### config.mk
export PLATFORM = sky130hd
export DESIGN_NAME = camellia_block_packer
export DESIGN_NICKNAME = d
export VERILOG_FILES = /design/src/rtl/camellia_pkg.sv /design/src/rtl/camellia_block_packer.sv
export SDC_FILE = /design/constraint.sdc
export NUM_CORES = 1
export LEC_CHECK = 0
export CORE_AREA = 2 2 105 107
export CTS_BUF_LIST = sky130_fd_sc_hd__clkbuf_4 sky130_fd_sc_hd__clkbuf_8
export CTS_CLUSTER_DIAMETER = 50
export CTS_CLUSTER_SIZE = 20
export DETAILED_ROUTE_END_ITERATION = 12
export DIE_AREA = 0 0 107 109
export GPL_ROUTABILITY_DRIVEN = 1
export PLACE_DENSITY_LB_ADDON = 0.12
export SYNTH_ARGS = -nofsm -noshare
export SYNTH_HDL_FRONTEND = slang
export SYNTH_SLANG_ARGS = --single-unit
export TNS_END_PERCENT = 1
### constraint.sdc
create_clock -name i_clk -period 2.2 [get_ports i_clk]
set_input_delay 0.44 -clock i_clk [delete_from_list [all_inputs] [get_ports i_clk]]
set_output_delay 0.44 -clock i_clk [all_outputs]
set_load 0.005 [all_outputs]
### src/rtl/camellia_pkg.sv
// Shared definitions for the camellia core and its block packer: widths,
// packer state encoding, key-size codes and a block slot helper.
package camellia_pkg;

   localparam int CAM_BLOCK_W = 128;
   localparam int CAM_WORD_W  = 32;
   localparam int CAM_WORDS   = CAM_BLOCK_W / CAM_WORD_W;

   typedef enum logic {
      PK_FILL    = 1'b0,
      PK_PRESENT = 1'b1
   } pk_state_e;

   // Key-size codes understood by the core's i_key_size input.
   localparam logic [1:0] CAM_KEY128 = 2'b00;
   localparam logic [1:0] CAM_KEY192 = 2'b01;
   localparam logic [1:0] CAM_KEY256 = 2'b10;

   // Slot 0 is the most significant word of the block.
   function automatic logic [CAM_BLOCK_W-1:0] put_word(
      input logic [CAM_BLOCK_W-1:0] blk,
      input logic [1:0]             idx,
      input logic [CAM_WORD_W-1:0]  word
   );
      logic [CAM_BLOCK_W-1:0] r;
      r = blk;
      r[(CAM_BLOCK_W - 1) - (int'(idx) * CAM_WORD_W) -: CAM_WORD_W] = word;
      return r;
   endfunction

endpackage

### src/rtl/camellia_block_packer.sv
// Packs a 32-bit word stream into 128-bit blocks for the camellia core,
// padding a short final block with PAD_WORD.
module camellia_block_packer
   import camellia_pkg::*;
#(
   parameter int                WORD_W   = CAM_WORD_W,
   parameter int                BLOCK_W  = CAM_BLOCK_W,
   parameter logic [WORD_W-1:0] PAD_WORD = '0
) (
   input  logic               i_clk,
   input  logic               i_reset_n,
   input  logic               i_wvalid,
   output logic               o_wready,
   input  logic [WORD_W-1:0]  i_wdata,
   input  logic               i_wlast,
   input  logic               i_encrypt,
   output logic               o_pvalid,
   input  logic               i_pready,
   output logic [BLOCK_W-1:0] o_plaintext,
   output logic               o_encrypt,
   output logic               o_padded,
   output logic               o_last,
   output pk_state_e          o_state
);

   // Handshakes: a transfer happens on a rising edge where valid & ready are
   // both high; a valid source holds its payload stable until that edge, and
   // ready never depends combinationally on valid.

   pk_state_e          state_q, state_d;
   logic [1:0]         count_q, count_d;
   logic [BLOCK_W-1:0] block_q, block_d;
   logic               enc_q, enc_d;
   logic               pad_q, pad_d;
   logic               last_q, last_d;
   logic               rdy_q;
   logic               accept;
   logic               xfer;

   // rdy_q keeps o_wready low through reset and the edge that releases it.
   always_ff @(posedge i_clk) begin
      if (!i_reset_n) begin
         rdy_q <= 1'b0;
      end else begin
         rdy_q <= 1'b1;
      end
   end

   assign accept = rdy_q && (state_q == PK_FILL) && i_wvalid;
   assign xfer   = (state_q == PK_PRESENT) && i_pready;

   always_ff @(posedge i_clk) begin
      if (!i_reset_n) begin
         state_q <= PK_FILL;
         count_q <= 2'd0;
         block_q <= '0;
         enc_q   <= 1'b0;
         pad_q   <= 1'b0;
         last_q  <= 1'b0;
      end else begin
         state_q <= state_d;
         count_q <= count_d;
         block_q <= block_d;
         enc_q   <= enc_d;
         pad_q   <= pad_d;
         last_q  <= last_d;
      end
   end

   always_comb begin
      state_d = state_q;
      count_d = count_q;
      block_d = block_q;
      enc_d   = enc_q;
      pad_d   = pad_q;
      last_d  = last_q;
      case (state_q)
         PK_FILL: begin
            if (accept) begin
               block_d = put_word(block_q, count_q, i_wdata);
               if (count_q == 2'd0) begin
                  enc_d = i_encrypt;
               end
               if (count_q == 2'd3) begin
                  state_d = PK_PRESENT;
                  pad_d   = 1'b0;
                  last_d  = i_wlast;
               end else if (i_wlast) begin
                  // Short final block: every slot after the last data word gets fill.
                  for (int i = 1; i < CAM_WORDS; i++) begin
                     if (2'(i) > count_q) begin
                        block_d = put_word(block_d, 2'(i), PAD_WORD);
                     end
                  end
                  state_d = PK_PRESENT;
                  pad_d   = 1'b1;
                  last_d  = 1'b1;
               end else begin
                  count_d = count_q + 2'd1;
               end
            end
         end
         PK_PRESENT: begin
            if (xfer) begin
               state_d = PK_FILL;
               count_d = 2'd0;
               pad_d   = 1'b0;
               last_d  = 1'b0;
            end
         end
         default: begin
            state_d = PK_FILL;
            count_d = 2'd0;
         end
      endcase
   end

   assign o_wready    = rdy_q && (state_q == PK_FILL);
   assign o_pvalid    = (state_q == PK_PRESENT);
   assign o_plaintext = block_q;
   assign o_encrypt   = enc_q;
   assign o_padded    = pad_q;
   assign o_last      = last_q;
   assign o_state     = state_q;

endmodule
# Word level (Yosys, flattened, before mapping)
# Index checks and enable logic that the tools add are counted.
word_totals:
  in_bits: 38
  out_inout_bits: 134
  latch_bits: 0
  word_cells: 55
  mem_bits_ro: 0
  register_bits: 135
  mem_bits_rw: 0
  mem_count: 0
classes:
  reduce_logical: 8
  eq_ne: 6
  div: 0
  multipliers: 0
  n_bitwise: 1
  n_addsub: 3
  shift: 2
  n_mux: 25
  magnitude_cmp: 3
op_table:
  columns: ["cell", "n"]
  rows:
  - ["$mux 96", 3]
  - ["$shift 32x33->159 const A", 1]
  - ["$shiftx 32x33->159", 1]
  - ["$bwmux 128", 1]
  - ["$mux 64", 1]
  - ["$neg 8->33", 1]
  - ["$mux 32", 1]
  - ["$mux 1", 11]
  - ["$mux 2", 4]
  - ["$sub 7x7->8 const A", 1]
  - ["$ne 2x2->1 const B", 3]
  - ["$pmux 1 s2", 3]
  - ["$reduce_and 3->1", 2]
  - ["$gt 2x2->1 const A", 2]
  - ["$pmux 2 s2", 1]
  - ["$reduce_and 4->1", 1]
  - ["$logic_and 1x1->1", 3]
  - ["$ne 3x2->1 const B", 1]
  - ["$add 2x1->2 const B", 1]
  - ["$eq 2x2->1 const B", 1]
  - ["$gt 1x2->1 const A", 1]
  - ["$logic_not 2->1", 1]
  - ["$ne 2x1->1 const B", 1]
  - ["$reduce_and 2->1", 1]
  - ["$not 1->1", 1]

# Depth between registers and ports, before layout
depth:
  depth_word: 9
  ltp_mapped: 7
  mapped_depth_nobuf: 5

# Least setup slack after synthesis
# OpenSTA, ideal clock, no wires.
synth_path:
  kind: "flip-flop to flip-flop"
  from: "reg count_q[0]"
  to: "reg block_q[100], in the netlist o_plaintext[100]"
  path_buffers: 1
  setup_ns: 0.061
  synth_period_minus_slack_ns: 1.604
  required_ns: 2.139
  path_stages_with_launch: 7
  t_arrival_ns: 1.543
  slack_ns: 0.596
  cell_sequence: "dfxtp_1 inv_1 ha_1 nand4b_4 nor4b_4 buf_6 a32o_1"
synth_between:
  elab_chain_cells: 4
  word_cells_on_any_way: 5
  classes_between: "add/sub (2); shift (2); mux (1)"
synth_lines:
  columns: ["item", "line", "text"]
  rows:
  - ["from (decl)", "camellia_block_packer.sv:31", "logic [1:0] count_q, count_d;"]
  - ["from (signal assigned)", "camellia_block_packer.sv:62", "count_q <= count_d;"]
  - ["$sub 7x7->8 (*)", "camellia_pkg.sv:27", "r[(CAM_BLOCK_W - 1) - (int'(idx) * CAM_WORD_W) -: CAM_WORD_W] = word;"]
  - ["$neg 8->33 (*)", "camellia_pkg.sv:27", null]
  - ["$shiftx 32x33->159 or $shift 32x33->159 (tied branches)", "camellia_pkg.sv:27", null]
  - ["$bwmux 128 (*)", "camellia_pkg.sv:27", null]
  - ["to (signal assigned)", "camellia_block_packer.sv:63", "block_q <= block_d;"]
  - ["to (decl)", "camellia_block_packer.sv:32", "logic [BLOCK_W-1:0] block_q, block_d;"]
# Every way passes the cells marked *; elsewhere a longest branch is shown, timed or not.
# A chain may end at the register's enable or synchronous reset.

# Worst setup path after layout
layout_path:
  from: "reg rdy_q"
  to: "out o_wready"
layout_between:
  elab_chain_cells: 1
layout_lines:
  columns: ["item", "line", "text"]
  rows:
  - ["from (decl)", "camellia_block_packer.sv:36", "logic rdy_q;"]
  - ["from (signal assigned)", "camellia_block_packer.sv:43", "rdy_q <= 1'b0;"]
  - ["from (signal assigned)", "camellia_block_packer.sv:45", "rdy_q <= 1'b1;"]
  - ["$logic_and 1x1->1", "camellia_block_packer.sv:118", "assign o_wready = rdy_q && (state_q == PK_FILL);"]
  - ["to (decl)", "camellia_block_packer.sv:13", "output logic o_wready,"]
# Every way passes these cells.

==> summary.md <==
| Metric | Value |
|---|---|
| Most used DFF post-synth | `dfxtp_1` |
| Initial antenna violation count | `0` |
| CTS clk-pin slew, worst paths | `80 ps` |
| Initial DRC Count | `258` |
| CTS Buf Count | `17` |
| Complex-gate fraction of the synthesized area | `23.9%` |
| Slew Viols, Final | `0` |
| Post-CTS sizing | `0` |
| Max Cap Viol | `0` |
| Routed vias/inst | `5.65` |
| Post-CTS Hold Fix Bufs | `0` |
| Yosys warns | `0` |
| Via count | `4517` |
| Crit. End Element | `output pin` |
| Cells after Synth | `481` |
| Clock group share of total power | `45.2%` |
| Initial core utilization | `between 40 and 50%` |
| Clk buf depth | `2` |
| Hold Crit Start | `i_reset_n` |
| DP HPWL | `10.2 mm` |
| Crit path max fanout | `8` |
| Placed Cells | `769` |
| Final setup vio count | `0` |
| Area Overhead vs Synth | `49.5%` |
| Setup Skew | `11.7 ps` |
| R2R Setup Slk | `380 ps` |
| Psw | `1.23 mW` |
| P per Cell Area | `between 700 and 800 nW/µm²` |
| P_leak | `2.49 nW` |
| Finished Layout Cells | `800` |
| Final worst slack | `129 ps` |
| CP arrival | `1630 ps` |
| Placed cell area | `6620 µm²` |
| Final ANT Viol Nets | `0` |
| Post-Synth Adder-Cell Area | `1.06%` |
| Layout cells sized above 1 | `9.24%` |
| Total GRT Usage | `25.7%` |
| Crit path time final | `2070 ps` |
| Post-synthesis sequential area ratio | `57.0%` |
| Seq pwr share | `47.4%` |
| RSZ-0062 raised after global routing | `no` |
| Crit start category | `register` |
| Distinct cells, synth | `34` |
| Final Util | `about two thirds` |
| Clock insertion delay at the later pin of the skew report | `430 ps` |
| GPL Wtd Cong | `0.800` |
| Final #Nets | `690` |
| Antenna cells | `0` |
| Internal power | `slightly above 4 mW` |
| Async SR Flop Fraction | `0%` |
| Final Cycle Share | `94.1%` |
| FF-to-FF Start | `count_q[0]` |
| Area share of and/or/nand/nor cells after synthesis | `between 10% and 20%` |
| Mapped Area | `roughly 4700 µm²` |
| Worst rel slew slack | `a little under three quarters` |
| Final instance area | `7090 µm²` |
| Post-Place Worst Slack | `128 ps` |
| Core Footprint | `10600 µm²` |
| Fill cells | `847` |
| Post-synthesis mux area share | `less than 1%` |
| Setup TNS | `0 ps` |
| Switching part of the total power | `23.3%` |
| Clk sinks | `135` |
| CP Launch Point | `rdy_q` |
| Vias in the first global route | `around 4400` |
| Combinational share of power | `7.3%` |
| DR pass1 iterations | `6` |
| DR DRC count | `0` |
| FMAX | `0.483 GHz` |
| FF+latch count, synth | `135` |
| Number of top-level pins | `approximately 170` |
| Worst Tran Pin Value | `427 ps` |
| Routed Wire Length | `15.0 mm` |
| Count of buffers from port buffering | `171` |
| Floorplan row count | `38` |
| Outcome | `completed` |
| Post-CTS Repair Setup Buffers | `0` |
| H-Tree Depth | `4` |
| Post-synth EDFFs | `0` |
| First-pass GRT wire length | `between 20 and 25 mm` |
| Post-Syn Nets | `523` |
| Largest family of logic cells by synthesized area | `compound AO/OA/AOI/OAI gates` |
| Largest net degree at the start of global routing | `33` |
| Routed length per instance | `18.8 µm` |
| Root Buffer | `clkbuf_8` |
| Die W | `107 µm` |
| Overflow left after global routing | `0` |
| Crit path kind | `reg2out` |
| Synth Area in XOR/XNOR | `0%` |
| HP Class | `in2reg` |
| Mapped Avg Cell Area | `a little under 10 µm²` |
| Endpoints failing hold | `0` |
| Critical Path RT | `1760 ps` |
| Die Ht | `between 100 and 150 µm` |
| CTS tree | `done` |
| DIE AREA | `11700 µm²` |
| VDD IR-drop max | `367 µV` |
cell type report:
| type | instances | area [µm²] | area share [%] |
|---|---|---|---|
| multi-input combinational | 297 | 1820 | 25.6 |
| timing repair buffer | 194 | 1920 | 27.0 |
| clock inverter | 13 | 218 | 3.07 |
| clock buffer | 18 | 248 | 3.50 |
| tap | 140 | 175 | 2.47 |
| sequential | 135 | 2700 | 38.1 |
| inverter | 3 | 11.3 | 0.159 |
worst max-delay path: stages (launching register included):
cell	delay [ps]
dfxtp_1	510
nor2b_1	190
clkdlybuf4s50_1	500
registers in the layout, summed over array words and instances (netlist names):
| name | count |
|---|---|
| o_last | 1 |
| o_pvalid | 1 |
| rdy_q | 1 |
| count_q | 2 |
| o_encrypt | 1 |
| o_padded | 1 |
| o_plaintext | 128 |
power by group through the flow:
stage                     Combinational, mW  Sequential [mW]  Clock [mW]
after floorplan                       0.144             2.56           0
after global placement                0.381             2.57           0
after detailed placement              0.386             2.57           0
after CTS                             0.388             2.51        2.43
after global routing                  0.412             2.52        2.53
final                                 0.388             2.51        2.40
path summary, 6_finish.rpt:
kind | endpoint | cells after the start
worst min-delay path | o_plaintext[39] | 3
worst min register to register | o_plaintext[91] | 2
worst max register to register | o_plaintext[102] | 6
worst max-delay path | o_wready | 2
cells by family after synthesis:
group | count (synthesis)
adder cells (fa/ha/maj) | 4
flip-flops | 135
AND/OR/NAND/NOR | 124
AO/OA/AOI/OAI | 167
multiplexers | 2
buffers and inverters | 49
stage by stage:
stage / hold WS, ps / total power, mW
CTS: 402 / 5.33
global route: 454 / 5.46
global placement: 440 / 2.95
detailed placement: 442 / 2.95
finish: 437 / 5.29
floorplan: 448 / 2.71
metal layers:
layer / vias up / share of wire (%) / GRT usage [%]
met3: 27 / 7.1 / 7.53
met4: 0 / 2.2 / 10.1
met1: 2211 / 42 / 32.0
li1: 2077 / - / -
met5: - / 0 / 0
met2: 202 / 49 / 42.2
Yosys cell counts (2+ instances only):
cell type  instances  area share (%)
buf_6              3            0.71
nand2_1           67             5.3
buf_1              3            0.24
nor2_1             3            0.24
clkbuf_1          21             1.7
dfxtp_1          135              57
nand3_1           38             4.0
nor2b_1            4            0.53
inv_1              3            0.24
nand4b_1           2            0.37
a22o_1            32             5.9
mux2i_1            2            0.42
buf_2             17             1.8
o21ai_0           32             3.4
o21a_1             2            0.32
and4b_1            2            0.42
a21oi_1           64             6.8
ha_1               4             1.1
a32o_1            32             6.8
placed cells by master, fill, tap and decap left out, types with 3 or more instances in the layout:
cell               n
buf_4             20
nand2_1           67
inv_6              4
inv_1              3
dfxtp_1          135
clkbuf_8          18
a32o_1            32
o21ai_0           32
a21oi_1           64
nand3_1           38
ha_1               4
clkdlybuf4s50_1  170
a22o_1            32
buf_12             3
bufinv_16          5
No activity file was read; power rests on OpenSTA's default activity.
